`src/rtl/mem_stage.sv`:
```
// Memory-access pipeline stage: waits for load data, extracts/extends it, hands off to WB.
// Optional decode bypass bus is enabled with `define MS_FWD_EN (tied to zero otherwise).
module mem_stage (
  input  logic         clk,
  input  logic         reset,
  output logic         ms_allowin,
  input  logic         es_to_ms_valid,
  input  logic [203:0] es_to_ms_bus,
  input  logic         ws_allowin,
  output logic         ms_to_ws_valid,
  output logic [198:0] ms_to_ws_bus,
  input  logic         data_sram_data_ok,
  input  logic [31:0]  data_sram_rdata,
  input  logic         ws_flush_pipe,
  output logic         ms_ex_to_es,
  output logic [38:0]  ms_to_ds_fwd_bus
);

  localparam logic [2:0] LD_W  = 3'b000;
  localparam logic [2:0] LD_B  = 3'b001;
  localparam logic [2:0] LD_H  = 3'b010;
  localparam logic [2:0] LD_BU = 3'b011;
  localparam logic [2:0] LD_HU = 3'b100;

  logic         r_ms_valid;
  logic [203:0] r_bus;
  logic         r_buf_valid;
  logic [31:0]  r_buf_data;
  logic [1:0]   r_drop_cnt;

  logic         w_res_from_mem;
  logic [2:0]   w_ld_op;
  logic         w_req_sent;
  logic         w_ex;
  logic         w_ertn;
  logic [31:0]  w_alu_result;
  logic [1:0]   w_addr_lo;

  logic         w_wait_load;
  logic         w_drop_active;
  logic         w_resp_take;
  logic         w_ready_go;
  logic         w_to_ws_fire;
  logic         w_capture;
  logic [1:0]   w_drop_next;

  logic [31:0]  w_raw;
  logic [7:0]   w_byte;
  logic [15:0]  w_half;
  logic [31:0]  w_load_value;
  logic [31:0]  w_final_result;

  assign w_res_from_mem = r_bus[203];
  assign w_ld_op        = r_bus[202:200];
  assign w_req_sent     = r_bus[199];
  assign w_ex           = r_bus[157];
  assign w_ertn         = r_bus[156];
  assign w_alu_result   = r_bus[63:32];
  assign w_addr_lo      = r_bus[33:32];

  // A response is only ours once every orphan from a flushed load has been swallowed.
  assign w_wait_load   = r_ms_valid && w_res_from_mem && w_req_sent && !w_ex;
  assign w_drop_active = (r_drop_cnt != 2'd0);
  assign w_resp_take   = data_sram_data_ok && !w_drop_active;
  assign w_ready_go    = !w_wait_load || r_buf_valid || w_resp_take;
  assign w_capture     = w_wait_load && !r_buf_valid && w_resp_take;

  assign ms_allowin     = !r_ms_valid || (w_ready_go && ws_allowin);
  assign ms_to_ws_valid = r_ms_valid && w_ready_go && !ws_flush_pipe;
  assign w_to_ws_fire   = ms_to_ws_valid && ws_allowin;
  assign ms_ex_to_es    = r_ms_valid && (w_ex || w_ertn);

  always_comb begin
    w_drop_next = r_drop_cnt;
    if (data_sram_data_ok && w_drop_active) begin
      w_drop_next = r_drop_cnt - 2'd1;
    end
    // A flushed load whose response is still in flight leaves an orphan to discard.
    if (ws_flush_pipe && w_wait_load && !r_buf_valid && !w_resp_take && (w_drop_next != 2'd3)) begin
      w_drop_next = w_drop_next + 2'd1;
    end
  end

  // Halfword loads select by address bit 1 only; bit 0 never splits a halfword.
  assign w_raw  = r_buf_valid ? r_buf_data : data_sram_rdata;
  assign w_byte = w_raw[{w_addr_lo, 3'b000} +: 8];
  assign w_half = w_raw[{w_addr_lo[1], 4'b0000} +: 16];

  always_comb begin
    w_load_value = w_raw;
    case (w_ld_op)
      LD_B:    w_load_value = {{24{w_byte[7]}}, w_byte};
      LD_BU:   w_load_value = {24'd0, w_byte};
      LD_H:    w_load_value = {{16{w_half[15]}}, w_half};
      LD_HU:   w_load_value = {16'd0, w_half};
      LD_W:    w_load_value = w_raw;
      default: w_load_value = w_raw;
    endcase
  end

  assign w_final_result = w_res_from_mem ? w_load_value : w_alu_result;
  assign ms_to_ws_bus   = {r_bus[198:64], w_final_result, r_bus[31:0]};

`ifdef MS_FWD_EN
  logic       w_gr_we;
  logic [4:0] w_dest;
  assign w_gr_we = r_bus[69];
  assign w_dest  = r_bus[68:64];
  assign ms_to_ds_fwd_bus = {r_ms_valid && w_gr_we && !w_ex,
                             w_wait_load && !w_ready_go,
                             w_dest,
                             w_final_result};
`else
  assign ms_to_ds_fwd_bus = 39'd0;
`endif

  always_ff @(posedge clk or posedge reset) begin
    if (reset) begin
      r_ms_valid  <= 1'b0;
      r_bus       <= 204'd0;
      r_buf_valid <= 1'b0;
      r_buf_data  <= 32'd0;
      r_drop_cnt  <= 2'd0;
    end else begin
      if (ws_flush_pipe) begin
        r_ms_valid <= 1'b0;
      end else if (ms_allowin) begin
        r_ms_valid <= es_to_ms_valid;
      end

      if (!ws_flush_pipe && ms_allowin && es_to_ms_valid) begin
        r_bus <= es_to_ms_bus;
      end

      if (ws_flush_pipe || w_to_ws_fire) begin
        r_buf_valid <= 1'b0;
      end else if (w_capture) begin
        r_buf_valid <= 1'b1;
      end

      if (w_capture) begin
        r_buf_data <= data_sram_rdata;
      end

      r_drop_cnt <= w_drop_next;
    end
  end

endmodule

```
`config.mk`:
```
export PLATFORM = sky130hd
export DESIGN_NAME = mem_stage
export DESIGN_NICKNAME = d
export VERILOG_FILES = /design/src/rtl/mem_stage.sv
export SDC_FILE = /design/constraint.sdc
export NUM_CORES = 1
export LEC_CHECK = 0
export BUFFER_PORTS_ARGS = -buffer_cell sky130_fd_sc_hd__buf_2
export CORE_MARGIN = 8
export CORE_UTILIZATION = 28
export DETAILED_ROUTE_END_ITERATION = 16
export PLACE_DENSITY_LB_ADDON = 0.12
export SLEW_MARGIN = 20
export SYNTH_ARGS = -nofsm -noshare
export SYNTH_HDL_FRONTEND = slang
export SYNTH_SLANG_ARGS = --single-unit
export TNS_END_PERCENT = 5
```
`constraint.sdc`:
```
create_clock -name clk -period 7.91 [get_ports clk]
set_clock_uncertainty 0.05 [all_clocks]
set_input_delay 0 -clock clk [delete_from_list [all_inputs] [get_ports clk]]
set_output_delay 0 -clock clk [all_outputs]
set_load 0.05 [all_outputs]
```
==> reports/qor.csv, run 1 <==
metric,value,unit
biggest area consumer among synthesized cells,dfrtp_1,
top post-synthesis cells by count,"dfrtp_1, buf_4, mux2_1",
Logic pwr share,0.362,
"Clk pin slew, worst setup/hold paths",0.06,ns
kind of critical path,flip-flop to output pin,
leakage power,0.007859,uW
total die area,0.05010,mm^2
Worst-Skew Late Latency,0.56,ns
Antenna Nets Post-Route,0,
"Req. time, crit path",7.86,ns
Synth async-reset ratio,1.000,
"top cells by area, synth","dfrtp_1, mux2_1, buf_4",
core area,0.04289,mm^2
Post-CTS Setup Bufs,0,
DR vias,8748,
Routed WL,37.91,mm
Worst VDD drop,0.1573,mV
global route overflow,0,
Crit. End Element,output pin,
Slew headroom,0.3483,
initial antenna violation count,4,
layout cells sized above 1,0.4146,
sequential element share of the synthesized area,0.4966,
Die Width,223.8,um
detailed placement HPWL,27.56,mm
area post-placement,0.01340,mm^2
cells on worst reg2reg path,9,
PD cells,277.0,mW/mm^2
Adder-Cell Fraction of Synth Area,0.002069,
critical path data arrival time,3.47,ns
WL/cell,18.23,um
most frequent cell after synthesis,dfrtp_1,
placed cells,1776,
Crit Reg-Reg Endpoint,r_drop_cnt[0],
final cell count without fillers,2080,
number of synthesized flops with an enable pin,0,
Yosys reg bits,240,
IO Count,483,
H-tree lvl count,1,
Vias per Instance,4.206,
clock share of power,0.295,
IO buf count,443,
cell area after layout,0.01690,mm^2
mapped cell area,0.01209,mm^2
Final Setup Violations,0,
Area Growth Syn to Fin,39.73,%
FP Rows,76,
Residual DRC,0,
Hold Fails Final Rpt,0,
hold slack,0.1031,ns
CP endpoint,ms_to_ws_bus[40],
largest net degree at the start of global routing,182,
number of global-route vias before repair,9770,
Setup Slack @ Placement,4.928,ns
Net Switching,1856,uW
Initial Utilization,0.2820,
fmax,284.4,MHz
MaxCap Viol Count,0,
Syn Area/Cell,12.64,um^2
Synth warnings,0,
Sw Ratio,0.3965,
DR iter-0 viols,282,
Worst Setup SP,r_buf_valid,
Die Ht,223.8,um
first-pass GRT wire length,58.61,mm
slew of the pin with the lowest slew margin,0.9700,ns
Synth top area share,0.4966,
outcome,finished clean,
fin crit period,3.516,ns
gate count of the mapped netlist,957,
xor/xnor share of the synthesized area,0.003621,
setup_tns,0,ns
Internal,2825,uW
post-route setup slack,4.394,ns
top_reg_cell synth,dfrtp_1,
CTS Buffer Depth,3,
compound-gate portion of the synthesized area,0.03755,
Final Cycle Share,0.4445,
post-synth cell types,43,
largest family of logic cells by synthesized area,multiplexers,
mux cell area share after synthesis,0.2653,
Critical Path Source Type,flip-flop,
drt pass-1 iters,4,
Seq pwr share,0.342,
reg2reg setup slack,4.80,ns
All-Layer GR Usage,0.1477,
worst-path maximum fanout,38,
RSZ-0062 raised after global routing,no,
clk sink count,240,
post_cts resized,0,
worst hold path type,primary input to async pin,
"Slew Viols, Final",0,
CTS tree,yes,
GPL Wtd Cong,0.7782,
simple-gate share of the synthesized area,0.03662,
CTS Buf Count,30,
root buffer cell,clkbuf_16,
Nets,1714,
reg-to-reg startpoint,r_drop_cnt[0],
[cell families (layout without fill, tap and decap cells)]
| family | after synthesis | count (layout) |
|---|---|---|
| AOI/OAI and AO/OA | 68 | 68 |
| xor gates and xnor gates | 5 | 5 |
| adders and majority gates | 2 | 2 |
| buffers and inverters | 261 | 759 |
| DFF | 240 | 240 |
| muxes | 279 | 279 |
| other | 1 | 41 |
| and+or+nand+nor | 101 | 101 |
[placed cells by master (no fill, tap or decap), drive strengths merged, types with 2 or more instances in the layout]
| master | instances |
|---|---|
| a21boi | 2 |
| a21oi | 16 |
| a221oi | 3 |
| a222oi | 5 |
| a31oi | 18 |
| buf | 451 |
| bufinv | 2 |
| clkbuf | 45 |
| clkinv | 7 |
| clkinvlp | 2 |
| conb | 39 |
| dfrtp | 240 |
| diode | 2 |
| dlygate4sd3 | 246 |
| ha | 2 |
| inv | 6 |
| mux2 | 262 |
| mux2i | 10 |
| mux4 | 7 |
| nand2 | 30 |
| nand2b | 2 |
| nand3 | 9 |
| nor2 | 46 |
| nor2b | 2 |
| nor3 | 3 |
| o21ai | 11 |
| o31ai | 6 |
| or3 | 2 |
| or3b | 3 |
| xnor2 | 4 |
[timing repair]
| action | 4_1_cts | 5_1_grt |
|---|---|---|
| setup endpoints to repair | 0 | 0 |
| hold buffers | 246 | 0 |
| hold endpoints to repair | 348 | 0 |
[flip-flops by register name, summed over array words and instances, names as in the netlist]
signal	cells
r_bus	204
r_buf_data	32
r_drop_cnt	2
r_buf_valid	1
r_ms_valid	1
[power groups by stage]
stage	clock network, uW	logic (uW)	registers [uW]
after floorplan	0	1450	1580
after global placement	0	1610	1610
after detailed placement	0	1610	1620
after CTS	1440	1720	1600
after global routing	1490	1800	1640
final	1380	1700	1600
[stage by stage]
| step | power (uW) | util |
|---|---|---|
| 2_1_floorplan | 3023 | - |
| 3_3_place_gp | 3223 | 0.3125 |
| 3_5_place_dp | 3233 | 0.3125 |
| 4_1_cts | 4769 | 0.3933 |
| 5_1_grt | 4923 | 0.3940 |
| 6_report | 4682 | 0.3940 |
[how the worst min path moves through the flow]
stage	end	slack (ns)
after floorplan	r_ms_valid	0.02
after global placement	r_bus[55]	0.17
after detailed placement	r_bus[94]	0.17
after CTS	r_bus[137]	0.09
after global routing	r_bus[96]	0.12
final	r_bus[147]	0.10
[critical path, stage by stage (launching register included)]
cell	delay (ns)
dfrtp_2	0.39
buf_4	0.49
mux4_2	0.57
mux2i_1	0.22
a21oi_1	0.10
nor2b_1	0.66
a221oi_1	0.19
buf_2	0.26
[layout make-up]
type	instances	area (um^2)
Clock inverter	10	105.1
Clock buffer	45	898.4
Fill cell	4255	25990
Inverter	7	33.78
Multi-Input combinational cell	494	4332
Timing Repair Buffer	697	4785
Sequential cell	240	6008
Tap cell	585	732.0
Antenna cell	2	5.005
[metal layers]
metal / global-route usage / vias up / share of wire
li1: - / 4103 / -
met1: 0.1703 / 4323 / 0.39
met2: 0.2617 / 250 / 0.51
met3: 0.03950 / 68 / 0.065
met4: 0.05161 / 4 / 0.029
met5: 0 / - / 0.00079
(Power assumes the default switching activity.)
==> run 2, diff against run 1 <==
clock period = 3.45 ns   (was 7.91 ns; I/O delays follow)
==> run 2 against run 1 <==
Compared with the run above: hold slack better by 0.030 ns; power is 130% higher; highest routed layer unchanged; sequential cell count unchanged; sequential share of layout area decreased by 0.060 points; largest cell class unchanged; register-to-register slack worse by 3.8 ns.
==> reports/qor.csv, run 2 (synthesis gave the netlist of run 1 again) <==
metric,value,unit
outcome,finished clean,
DR iter-0 viols,416,
Die Ht,223.8,um
fin crit period,3.156,ns
Seq pwr share,0.341,
Critical Path Source Type,flip-flop,
Crit. End Element,output pin,
kind of critical path,flip-flop to output pin,
worst-path maximum fanout,21,
slew of the pin with the lowest slew margin,0.8673,ns
max reg flops,204,
layout cells sized above 1,0.4182,
H-tree lvl count,1,
RSZ-0062 raised after global routing,no,
most frequent cells in the layout,"buf_2, dlygate4sd3_1, dfrtp_1, mux2_1, mux2_2",
Area Growth Syn to Fin,39.96,%
first-pass GRT wire length,58.91,mm
Vias per Instance,4.194,
CP max-delay cell,dfrtp_2,
biggest regs,"r_bus x204, r_buf_data x32, r_drop_cnt x2",
Worst VDD drop,0.4190,mV
Most Frequent Cell on Critical Path,buf_4,
clock share of power,0.297,
Logic pwr share,0.361,
leakage power,0.007865,uW
Antenna Nets Post-Route,0,
clk sink count,240,
number of global-route vias before repair,9844,
global route overflow,0,
CTS Buf Count,30,
drt pass-1 iters,5,
worst hold path type,primary input to flip-flop,
hold slack,0.1333,ns
DR vias,8723,
"Clk pin slew, worst setup/hold paths",0.06,ns
"Slew Viols, Final",0,
Die Width,223.8,um
CTS Buffer Depth,3,
Worst-Skew Late Latency,0.56,ns
IO buf count,443,
Final Setup Violations,0,
CP max stage delay,0.67,ns
Nets,1716,
fmax,316.8,MHz
WL/cell,18.18,um
Sw Ratio,0.3967,
largest net degree at the start of global routing,125,
post-route setup slack,0.2939,ns
cell area after layout,0.01693,mm^2
"Req. time, crit path",3.40,ns
Setup Slack @ Placement,0.7875,ns
GPL Wtd Cong,0.7840,
area post-placement,0.01347,mm^2
Slew headroom,0.4218,
Final Cycle Share,0.9148,
All-Layer GR Usage,0.1475,
Residual DRC,0,
IO Count,483,
initial antenna violation count,6,
Biggest register,r_bus,
Net Switching,4277,uW
"most common cell after layout, fill and taps aside",buf_2,
Routed WL,37.81,mm
Buf/Inv on CP,3,
PD cells,636.9,mW/mm^2
core area,0.04289,mm^2
MaxCap Viol Count,0,
detailed placement HPWL,27.75,mm
CP Cell Sequence,"buf_4, buf_4, mux4_2, nand2_1, o31ai_1, a222oi_1, a21oi_1, buf_2",
CTS tree,yes,
Internal,6505,uW
root buffer cell,clkbuf_16,
Hold Fails Final Rpt,0,
critical path's top delay family,buffers and inverters,
FP Rows,76,
critical path data arrival time,3.11,ns
Initial Utilization,0.2820,
total die area,0.05010,mm^2
setup_tns,0,ns
-- run 2: changes by cell type in the layout (fill, tap and decap cells not counted), sizes merged --
cell	delta
buf	+6
dlygate4sd3	-4
clkbuf	-3
clkinv	-3
clkinvlp	+3
bufinv	+1
diode	+1
inv	-1
-- run 2: layout make-up --
cell class	instances	area, um^2
antenna	3	7.507
clock buffer	42	865.8
multi-input combinational	494	4343
clock inverter	10	146.4
sequential	240	6008
timing repair buffer	699	4795
tap	585	732.0
inverter	7	30.03
fill	4227	25960
-- run 2: worst reg2reg max path, delay by kind of cell, from the launching register on --
family                 cells  cell delay [ns]
AO/OA/AOI/OAI              2             0.31
buffers and inverters      1             0.53
flip-flops                 1             0.67
multiplexers               1             0.51
AND/OR/NAND/NOR            1             0.29
-- run 2: power by group through the flow --
stage,Clock (uW),Combinational [uW],Sequential (uW)
2_1_floorplan,0,3310,3620
3_3_place_gp,0,3700,3710
3_5_place_dp,0,3710,3720
4_1_cts,3360,3950,3680
5_1_grt,3460,4120,3760
6_report,3210,3900,3680
-- run 2: repair_timing --
| item | CTS | global route |
|---|---|---|
| endpoints found under the setup margin | 0 | 2 |
| hold buffers | 242 | 0 |
| gates resized for setup | 0 | 1 |
| endpoints found under the hold margin | 480 | 0 |
| setup buffers | 0 | 0 |
-- run 2: path summary, 6_finish.rpt --
| check | start | end | slack [ns] | depth (start not counted) |
|---|---|---|---|---|
| worst max-delay path | r_buf_valid | ms_to_ws_bus[38] | 0.29 | 8 |
| worst min-delay path | es_to_ms_bus[114] | r_bus[114] | 0.13 | 3 |
| worst max register to register | r_buf_valid | r_bus[186] | 0.97 | 5 |
| worst min register to register | r_bus[142] | r_bus[142] | 0.43 | 1 |
| max in group asynchronous | reset | r_buf_data[8] | 2.58 | 4 |
| min in group asynchronous | reset | r_bus[90] | 0.15 | 4 |
-- run 2: metal layers --
layer | routed length, um | GRT usage | vias to the layer above | share of wire
met3 | 2685 | 0.04303 | 37 | 0.071
li1 | - | - | 4100 | -
met1 | 14830 | 0.1718 | 4301 | 0.39
met2 | 19800 | 0.2665 | 279 | 0.52
met5 | 41 | 0 | - | 0.0011
met4 | 451 | 0.03016 | 6 | 0.012
-- run 2: through the flow --
step	power, uW	cells	utilization
floorplan	6931	995	-
global placement	7407	1783	0.3142
detailed placement	7434	1783	0.3142
CTS	10980	2077	0.3943
global route	11340	2079	0.3946
finish	10780	2080	0.3947
